===== config.mk =====
export PLATFORM = sky130hd
export DESIGN_NAME = ccd_roi_capture
export DESIGN_NICKNAME = d
export VERILOG_FILES = /design/src/rtl/ccd_capture_pkg.sv /design/src/rtl/ccd_sync_edge.sv /design/src/rtl/ccd_roi_capture.sv
export SDC_FILE = /design/constraint.sdc
export NUM_CORES = 1
export LEC_CHECK = 0
export ABC_AREA = 1
export BUFFER_PORTS_ARGS = -buffer_cell sky130_fd_sc_hd__buf_2
export CORE_ASPECT_RATIO = 0.5
export CORE_UTILIZATION = 57
export DETAILED_ROUTE_END_ITERATION = 7
export PLACE_DENSITY = 0.81
export SETUP_SLACK_MARGIN = 0.02
export SLEW_MARGIN = 20
export SYNTH_ARGS = -nofsm -noshare
export SYNTH_HDL_FRONTEND = slang
export SYNTH_HIERARCHICAL = 1
export SYNTH_SLANG_ARGS = --single-unit
export TNS_END_PERCENT = 5

===== constraint.sdc =====
create_clock -name iCLK -period 2.9 [get_ports iCLK]
set_input_delay 0.725 -clock iCLK [delete_from_list [all_inputs] [get_ports iCLK]]
set_output_delay 0.725 -clock iCLK [all_outputs]
set_load 0.05 [all_outputs]

===== src/rtl/ccd_capture_pkg.sv =====
// rtl/ccd_capture_pkg.sv - state encoding, default sizes and counter helper for the CCD capture front end
package ccd_capture_pkg;

   typedef enum logic [1:0] {
      S_IDLE = 2'd0,
      S_WAIT = 2'd1,
      S_SKIP = 2'd2,
      S_CAPT = 2'd3
   } cap_state_t;

   localparam int DATA_W_DEF = 12;
   localparam int CNT_W_DEF  = 16;
   localparam int COLS_DEF   = 1280;

   // Increment v, holding at the all-ones value of a w-bit counter (w <= 32).
   function automatic logic [31:0] sat_inc(input logic [31:0] v, input int w);
      logic [31:0] max_val;
      max_val = (w >= 32) ? 32'hFFFF_FFFF : ((32'd1 << w) - 32'd1);
      return (v >= max_val) ? max_val : v + 32'd1;
   endfunction

endpackage


===== src/rtl/ccd_sync_edge.sv =====
// rtl/ccd_sync_edge.sv - one-stage input register with delayed copy and rise/fall pulses
module ccd_sync_edge (
   input  logic clk,
   input  logic rst_n,
   input  logic din,
   output logic q,
   output logic rise,
   output logic fall
);

   logic q_d;

   always_ff @(posedge clk or negedge rst_n) begin
      if (!rst_n) begin
         q   <= 1'b0;
         q_d <= 1'b0;
      end else begin
         q   <= din;
         q_d <= q;
      end
   end

   assign rise = q & ~q_d;
   assign fall = ~q & q_d;

endmodule


===== src/rtl/ccd_roi_capture.sv =====
// rtl/ccd_roi_capture.sv - sensor capture front end with line check, ROI gate, decimation and single-shot
module ccd_roi_capture
   import ccd_capture_pkg::*;
#(
   parameter int DATA_W = DATA_W_DEF,
   parameter int CNT_W  = CNT_W_DEF,
   parameter int COLS   = COLS_DEF,
   parameter int FCNT_W = 32,
   parameter int SKIP_W = 4
) (
   input  logic              iCLK,
   input  logic              iRST,
   input  logic [DATA_W-1:0] iDATA,
   input  logic              iFVAL,
   input  logic              iLVAL,
   input  logic              iSTART,
   input  logic              iEND,
   input  logic              iSINGLE,
   input  logic [SKIP_W-1:0] iSKIP,
   input  logic [CNT_W-1:0]  iROI_X0,
   input  logic [CNT_W-1:0]  iROI_X1,
   input  logic [CNT_W-1:0]  iROI_Y0,
   input  logic [CNT_W-1:0]  iROI_Y1,
   output logic [DATA_W-1:0] oDATA,
   output logic              oDVAL,
   output logic [CNT_W-1:0]  oX,
   output logic [CNT_W-1:0]  oY,
   output logic              oSOF,
   output logic              oEOF,
   output logic [FCNT_W-1:0] oFRAME_CNT,
   output logic              oLINE_ERR,
   output logic              oBUSY
);

   cap_state_t        state;
   logic [DATA_W-1:0] data_r;
   logic              fval_r, fval_rise, fval_fall;
   logic              lval_r, lval_rise, lval_fall;
   logic              armed, primed, seen_low;
   logic [SKIP_W-1:0] skip_cnt;
   logic [CNT_W-1:0]  sh_x0, sh_x1, sh_y0, sh_y1;
   logic              sh_single;
   logic [CNT_W-1:0]  x_cnt, y_cnt, pixel_x;
   logic              capt, frame_start, in_roi, dval;

   ccd_sync_edge u_fval_edge (
      .clk   (iCLK),
      .rst_n (iRST),
      .din   (iFVAL),
      .q     (fval_r),
      .rise  (fval_rise),
      .fall  (fval_fall)
   );

   ccd_sync_edge u_lval_edge (
      .clk   (iCLK),
      .rst_n (iRST),
      .din   (iLVAL),
      .q     (lval_r),
      .rise  (lval_rise),
      .fall  (lval_fall)
   );

   always_comb begin
      capt        = (state == S_CAPT);
      frame_start = (state == S_WAIT) && armed && fval_rise && seen_low && (skip_cnt == '0);
      // First pixel of a line is column 0 even if the counter has not been cleared yet.
      pixel_x     = lval_rise ? '0 : x_cnt;
      in_roi      = (pixel_x >= sh_x0) && (pixel_x <= sh_x1) &&
                    (y_cnt >= sh_y0) && (y_cnt <= sh_y1);
      dval        = capt && lval_r && in_roi;
   end

   always_ff @(posedge iCLK or negedge iRST) begin
      if (!iRST) begin
         state      <= S_IDLE;
         armed      <= 1'b0;
         primed     <= 1'b0;
         seen_low   <= 1'b0;
         skip_cnt   <= '0;
         sh_x0      <= '0;
         sh_x1      <= '0;
         sh_y0      <= '0;
         sh_y1      <= '0;
         sh_single  <= 1'b0;
         oSOF       <= 1'b0;
         oEOF       <= 1'b0;
         oBUSY      <= 1'b0;
         oFRAME_CNT <= '0;
      end else begin
         oSOF     <= 1'b0;
         oEOF     <= 1'b0;
         // primed marks fval_r as holding a real sample, so a sensor mid-frame at reset release cannot start a capture.
         primed   <= 1'b1;
         seen_low <= seen_low | (primed & ~fval_r);

         if (iEND)
            armed <= 1'b0;
         else if (iSTART)
            armed <= 1'b1;

         case (state)
            S_IDLE: begin
               skip_cnt <= '0;
               if (armed)
                  state <= S_WAIT;
            end
            S_WAIT: begin
               if (!armed) begin
                  state <= S_IDLE;
               end else if (frame_start) begin
                  state      <= S_CAPT;
                  oBUSY      <= 1'b1;
                  oSOF       <= 1'b1;
                  oFRAME_CNT <= oFRAME_CNT + FCNT_W'(1);
                  skip_cnt   <= iSKIP;
                  sh_x0      <= iROI_X0;
                  sh_x1      <= iROI_X1;
                  sh_y0      <= iROI_Y0;
                  sh_y1      <= iROI_Y1;
                  sh_single  <= iSINGLE;
                  if (iSINGLE)
                     armed <= 1'b0;
               end else if (fval_rise && seen_low) begin
                  state    <= S_SKIP;
                  oBUSY    <= 1'b1;
                  skip_cnt <= skip_cnt - SKIP_W'(1);
               end
            end
            S_SKIP: begin
               if (fval_fall) begin
                  state <= S_WAIT;
                  oBUSY <= 1'b0;
               end
            end
            S_CAPT: begin
               if (fval_fall) begin
                  oEOF  <= 1'b1;
                  oBUSY <= 1'b0;
                  state <= (armed && !sh_single) ? S_WAIT : S_IDLE;
               end
            end
            default: begin
               state <= S_IDLE;
               oBUSY <= 1'b0;
            end
         endcase
      end
   end

   always_ff @(posedge iCLK or negedge iRST) begin
      if (!iRST) begin
         data_r    <= '0;
         oDATA     <= '0;
         oDVAL     <= 1'b0;
         oX        <= '0;
         oY        <= '0;
         x_cnt     <= '0;
         y_cnt     <= '0;
         oLINE_ERR <= 1'b0;
      end else begin
         data_r <= iDATA;
         oDATA  <= dval ? data_r : '0;
         oDVAL  <= dval;
         oX     <= pixel_x;
         oY     <= y_cnt;

         if (frame_start) begin
            x_cnt     <= '0;
            y_cnt     <= '0;
            oLINE_ERR <= 1'b0;
         end else if (capt) begin
            // A frame cut short mid-line ends without judging that line's length.
            if (fval_fall) begin
               x_cnt <= '0;
               y_cnt <= '0;
            end else if (lval_fall) begin
               x_cnt <= '0;
               y_cnt <= CNT_W'(sat_inc(32'(y_cnt), CNT_W));
               if (x_cnt != CNT_W'(COLS))
                  oLINE_ERR <= 1'b1;
            end else if (lval_r) begin
               x_cnt <= CNT_W'(sat_inc(32'(pixel_x), CNT_W));
            end
         end
      end
   end

endmodule


Word-level counts from Yosys, hierarchy flattened
Index checks and enable logic that the tools add are counted.
W data, S select, Z words.
Word-level totals
  output and inout port bits: 81
  bits of input ports: 87
  register bits after elaboration: 203
  word-level logic and storage cells: 133
Operators by class
  muxes and demuxes: 46
  $lt $le $gt $ge: 6
  reductions and logical operators: 29
  eq/ne operators: 12
  add/subtract/negate cells: 4
  bitwise operators: 10
Operators by type and width (number)
  $mux W16: 12
  $add A16 B1 Y16 const B: 2
  $add A32 B1 Y32 const B: 1
  $ge A16 B16 Y1: 2
  $ge A16 B16 Y1 const B: 2
  $le A16 B16 Y1: 2
  $mux W1: 21
  $ne A16 B11 Y1 const B: 1
  $mux W12: 1
  $mux W2: 6
  $mux W4: 3
  $reduce_and A4 Y1: 3
  $logic_and A1 B1 Y1: 11
  $reduce_bool A2 Y1: 5
  $ne A2 B2 Y1 const B: 4
  $pmux W2 S4: 1
  $pmux W4 S2: 1
  $reduce_and A3 Y1: 2
  $and A1 B1 Y1: 5
  $eq A2 B2 Y1 const B: 2
  $logic_not A4 Y1: 1
  $ne A2 B1 Y1 const B: 2
  $ne A4 B3 Y1 const B: 1
  $not A1 Y1: 4
  other kinds (11): 12

Longest topological paths before layout
  word-level depth: 10
  depth in mapped cells: 20
  gate-level depth less buffers: 19

Modules after synthesis
The synthesis kept the hierarchy.
Modules (own cells, without submodules)
  ccd_roi_capture: area each 10057.1 um^2, times used 1, sequential area each 4979.8 um^2, cells each 1188
  ccd_sync_edge: area each 65.1 um^2, times used 2, sequential area each 50.0 um^2, cells each 6

Least setup slack after synthesis
No wires, ideal clock.
  path kind: register to register
  start: register u_lval_edge.q
  end: register oDATA[10]
  setup time: 0.120 ns
  path slack: 0.412 ns
  data arrival time: 2.368 ns
  data required time: 2.780 ns
  period minus slack after synthesis: 2.488 ns
  path buffers: 2
  cell stages (with the launch flop): 18
  path through: dfrtp_1 -> inv_1 -> nor2_1 -> buf_4 -> nor2_1 -> ha_1 -> nand2_1 -> nor2_1 -> nand2_1 -> nor2_1 -> nand2_1 -> nand2_1 -> nand2_1 -> nand2_1 -> inv_1 -> nand3_1 -> buf_2 -> nor2_1
On the way
  word-level cells in the longest chain between the ends: 8
  elaborated cells on any way between the ends: 10
  classes of those cells: order compare (2); mux (2); bitwise (1); reduce/logical (5)
Ends and longest elaborated chain
  from (decl): line ccd_sync_edge.sv:6  | output logic q,
  from (signal assigned): line ccd_sync_edge.sv:18  | q <= din;
  $and A1 B1 Y1 (*): line ccd_sync_edge.sv:23  | assign rise = q & ~q_d;
  via lval_rise: line ccd_roi_capture.sv:38  | logic lval_r, lval_rise, lval_fall;
  $mux W16 (*): line ccd_roi_capture.sv:68  | pixel_x = lval_rise ? '0 : x_cnt;
  via pixel_x[15]: line ccd_roi_capture.sv:43  | logic [CNT_W-1:0] x_cnt, y_cnt, pixel_x;
  $ge A16 B16 Y1 / $le A16 B16 Y1 (equally long branches): line ccd_roi_capture.sv:69  | in_roi = (pixel_x >= sh_x0) && (pixel_x <= sh_x1) &&
  $logic_and A1 B1 Y1 (*) (2 in series): line ccd_roi_capture.sv:69
  $logic_and A1 B1 Y1 (*): line ccd_roi_capture.sv:70  | (y_cnt >= sh_y0) && (y_cnt <= sh_y1);
  $logic_and A1 B1 Y1 (*): line ccd_roi_capture.sv:71  | dval = capt && lval_r && in_roi;
  $mux W12 (*): line ccd_roi_capture.sv:163  | oDATA <= dval ? data_r : '0;
  to (signal assigned): line ccd_roi_capture.sv:163
  to (decl): line ccd_roi_capture.sv:24  | output logic [DATA_W-1:0] oDATA,
The timed path passes the listed nets; every way through them passes the cells marked *.
A chain may end at the register's enable or synchronous reset.

Final worst setup path
  start: register u_lval_edge.q
  end: register x_cnt[6]
On the way
  word-level cells in the longest chain between the ends: 9
  elaborated cells on any way between the ends: 14
  classes of those cells: add/sub (1); order compare (1); mux (7); bitwise (3); reduce/logical (2)
Ends and longest elaborated chain
  $and A1 B1 Y1 (*): line ccd_sync_edge.sv:23
  via lval_rise: line ccd_roi_capture.sv:38
  $mux W16 (*): line ccd_roi_capture.sv:68
  via pixel_x[1]: line ccd_roi_capture.sv:43
  $add A16 B1 Y16 / $ge A16 B16 Y1 (equally long branches): line ccd_capture_pkg.sv:19  | return (v >= max_val) ? max_val : v + 32'd1;
  $mux W16 (*): line ccd_capture_pkg.sv:19
  $mux W16 (*): line ccd_roi_capture.sv:182  | end else if (lval_r) begin
  $mux W16 (*): line ccd_roi_capture.sv:177  | end else if (lval_fall) begin
  $mux W16 (*): line ccd_roi_capture.sv:174  | if (fval_fall) begin
  $mux W16 (*): line ccd_roi_capture.sv:172  | end else if (capt) begin
  $mux W16 (*): line ccd_roi_capture.sv:168  | if (frame_start) begin
  to (signal assigned): line ccd_roi_capture.sv:183  | x_cnt <= CNT_W'(sat_inc(32'(pixel_x), CNT_W));
  to (decl): line ccd_roi_capture.sv:43
The timed path passes the listed nets; every way through them passes the cells marked *. The select of a mux whose other input is x is not followed.

==> run metrics <==
Fillers 1400; hpwl dp between 15000 and 20000 um; Tmin final 2690 ps; FF-to-FF path depth 10; die width 191 um; clock transition at the registers of the reported paths 70 ps; num rows 34; hold buffers post-CTS 0; CP startpoint kind register; Worst Hold Class in2async; Clock Tree Buf Depth 3; Power per Cell Area 686 nW/um^2; # diodes 0; effective utilization at floorplan between 50% and 60%; multi-input logic area 4330 um^2; Top FF cell, synth dfrtp_1; Final GP Congestion 0.936; worst reg2reg endpoint x_cnt[6]; DRC 0; yosys warns 6; Peak Freq roughly 370 MHz; worst vdd ir approximately 450 uV; Hold Violations, Final 0; number of global-route vias before repair roughly 8400; final routed wire length divided by cell count between 15 and 20 um; CP Capture Type register; slowest cell on the critical path dfrtp_2; CTS root buf clkbuf_16; WS Path Type reg2reg; clk_skew 12.4 ps; DR iter-0 viols 553; Fin Hold WS 264 ps; Inserted Clock Buffers 20; Critical Path Most Common Cell nor2_1; #FFs+latches synth ~200; largest net degree at the start of global routing 144; max_cap viols 0; Crit Reg-Reg Startpoint u_lval_edge/q; Buffers & Inverters on Critical Path 2; Tightest Pin Transition 604 ps; required time of the critical path 3320 ps; Post-DRT Antenna Nets 0; First-pass DRT Iterations 5; Levels on crit path 10; Max stage delay on crit path 450 ps; Final setup viols 0; FF+latch area about 5000 um^2; layout cells sized above 1 between 10% and 20%; ordered cell list for the critical path inv_1 -> nor2_1 -> buf_6 -> nor2_1 -> ha_1 -> nand3_1 -> nor2_2 -> nand4_2 -> a21oi_1 -> a21o_1; via count 8557; first-pass GRT wire length just over 40000 um; status finished, final reports clean; Die Y 96.5 um; Tcrit/Tclk final 92.7%; IO Pins between 150 and 200; Post-synth EDFFs 0; CTS tree done; asr flop ratio synth 100%; clock sink total 203; critical-path maximum fanout 15; P&R area growth vs syn 18.1%; register area share after synthesis between 40% and 50%; core area 17400 um^2; WL final 24600 um; H-tree lvl count 1; Cell Area, Synth 10200 um^2; antenna violations before repair 0; Synth Instances 1200; Final Max Slew Viols 0; Overflow after GRT 0; port bufs 167; Yosys cell types 44; Data arrival, critical path about 3100 ps; Slew headroom 59.7%; vias per cell 5.26; total setup buffers inserted after CTS 0; RSZ-0062 raised after global routing false; Final nets 1531; Worst-Skew Late Latency approximately 500 ps; average cell area after synthesis 8.49 um^2; Global Route Usage Sum about 28%; setup_tns 0 ps; DIE AREA 18400 um^2; Post-Syn Nets 1353; kind of cell adding the most delay to the critical path simple AND/OR/NAND/NOR gates; FF-to-FF setup slack between 200 and 250 ps; Pleak 6.49 nW
-- placed cells by master, fill, tap and decap left out, types with 6 or more instances in the layout --
cell | synthesis | layout
nor2_4 | 6 | 6
buf_4 | 2 | 9
buf_2 | 11 | 166
inv_2 | 8 | 8
ha_1 | 66 | 66
nor2_2 | 7 | 7
nand2_1 | 304 | 304
xnor2_1 | 11 | 11
nand4_1 | 19 | 19
dfrtp_1 | 203 | 202
o21ai_0 | 105 | 105
o21ai_1 | 11 | 11
nor2_1 | 86 | 86
nor3_1 | 32 | 32
xor2_1 | 31 | 31
inv_1 | 174 | 174
clkbuf_1 | 10 | 6
clkbuf_16 | 0 | 21
nand3_1 | 48 | 47
a21oi_1 | 29 | 29
-- stage by stage --
step	instances	total power, W	util, %	setup slack, ps	instance area [um^2]
finish	1626	0.00825	69.0	210	12000
floorplan	1200	0.00500	-	412	10200
detailed placement	1590	0.00566	65.1	55.4	11300
global placement	1590	0.00552	65.1	228	11300
global route	1626	0.00879	69.0	46.0	12000
CTS	1626	0.00831	68.9	162	12000
-- sequential cells by signal (all words and copies together) (netlist names), 2 cells and up --
| register | cells |
|---|---|
| sh_y0 | 16 |
| sh_x1 | 16 |
| oY | 16 |
| skip_cnt | 4 |
| oFRAME_CNT | 32 |
| y_cnt | 16 |
| sh_x0 | 16 |
| state | 2 |
| x_cnt | 16 |
| sh_y1 | 16 |
| oX | 16 |
| oDATA | 12 |
| data_r | 12 |
-- worst max-delay path by stage --
stage | end | slack [ps] | start
global route | x_cnt[12] | 50 | u_lval_edge/q
finish | x_cnt[6] | 210 | u_lval_edge/q
global placement | oDATA[7] | 230 | u_lval_edge/q
detailed placement | oDATA[5] | 60 | u_lval_edge/q
floorplan | oDATA[10] | 410 | u_lval_edge/q
CTS | oDATA[10] | 160 | u_lval_edge/q
-- power by group --
group | leakage [nW] | total [W] | switching, W | internal [W]
sequential | 2.64 | 0.00362 | 0.000230 | 0.00339
combinational | 3.53 | 0.00201 | 0.00135 | 0.000655
clock | 0.324 | 0.00262 | 0.00106 | 0.00156
total | 6.49 | 0.00825 | 0.00264 | 0.00560
-- repair_timing --
item	in CTS	in global routing
endpoints found under the setup margin	9	19
resized for setup	1	3
cloned	0	0
-- cells in the mapped netlist, types with 2 or more instances --
| library cell | instances | share of area, % |
|---|---|---|
| inv_2 | 8 | 0.29 |
| buf_4 | 2 | 0.15 |
| nor4_1 | 4 | 0.25 |
| o21ai_1 | 11 | 0.54 |
| nor2_4 | 6 | 0.66 |
| o21a_1 | 2 | 0.15 |
| clkbuf_1 | 10 | 0.37 |
| o22ai_1 | 4 | 0.25 |
| ha_1 | 66 | 8.1 |
| xor2_1 | 31 | 2.7 |
| dfrtp_1 | 203 | 50 |
| nor2_1 | 86 | 3.2 |
| nand3b_1 | 3 | 0.22 |
| nor2_2 | 7 | 0.43 |
| buf_2 | 11 | 0.54 |
| nand3_1 | 48 | 2.4 |
| inv_1 | 174 | 6.4 |
| xnor2_1 | 11 | 0.95 |
| o21ai_0 | 105 | 5.2 |
| nor3_1 | 32 | 1.6 |
| nand2_1 | 304 | 11 |
| a21o_1 | 4 | 0.29 |
| nand4_1 | 19 | 1.2 |
| a21oi_1 | 29 | 1.4 |
-- kinds of logic (layout without fill, tap and decap cells) --
| group | count (synthesis) | in the layout | share of synthesized area (%) |
|---|---|---|---|
| AND/OR/NAND/NOR | 522 | 522 | 22.4 |
| buffers and inverters | 206 | 398 | 7.80 |
| flip-flops | 203 | 203 | 49.9 |
| adder cells (fa/ha/maj) | 66 | 66 | 8.11 |
| other | 1 | 1 | 0.0368 |
| AO/OA/AOI/OAI | 160 | 160 | 8.18 |
| XOR/XNOR | 42 | 42 | 3.61 |
-- final cells by class --
class / instances / share of cell area, %
flip-flops and latches: 203 / 42.2
clock inverters: 7 / 0.728
clock buffers: 29 / 4.78
well taps: 234 / 2.43
multi-input cells: 791 / 36.0
inverters: 182 / 5.68
repair buffers: 180 / 8.18
-- worst register-to-register path: cells and delay by family (launching register included) --
kind	cells	cell delay, ps
buffers and inverters	2	240
and+or+nand+nor	5	1230
adders and majority gates	1	260
AOI/OAI and AO/OA	2	440
DFF	1	450
-- routing by layer --
layer / global-route usage, % / part of all wire [%]
met4: 8.47 / 2.4
met5: 0 / 0
met3: 4.77 / 6.8
met1: 37.1 / 43
met2: 47.0 / 47
(Power assumes the default switching activity.)
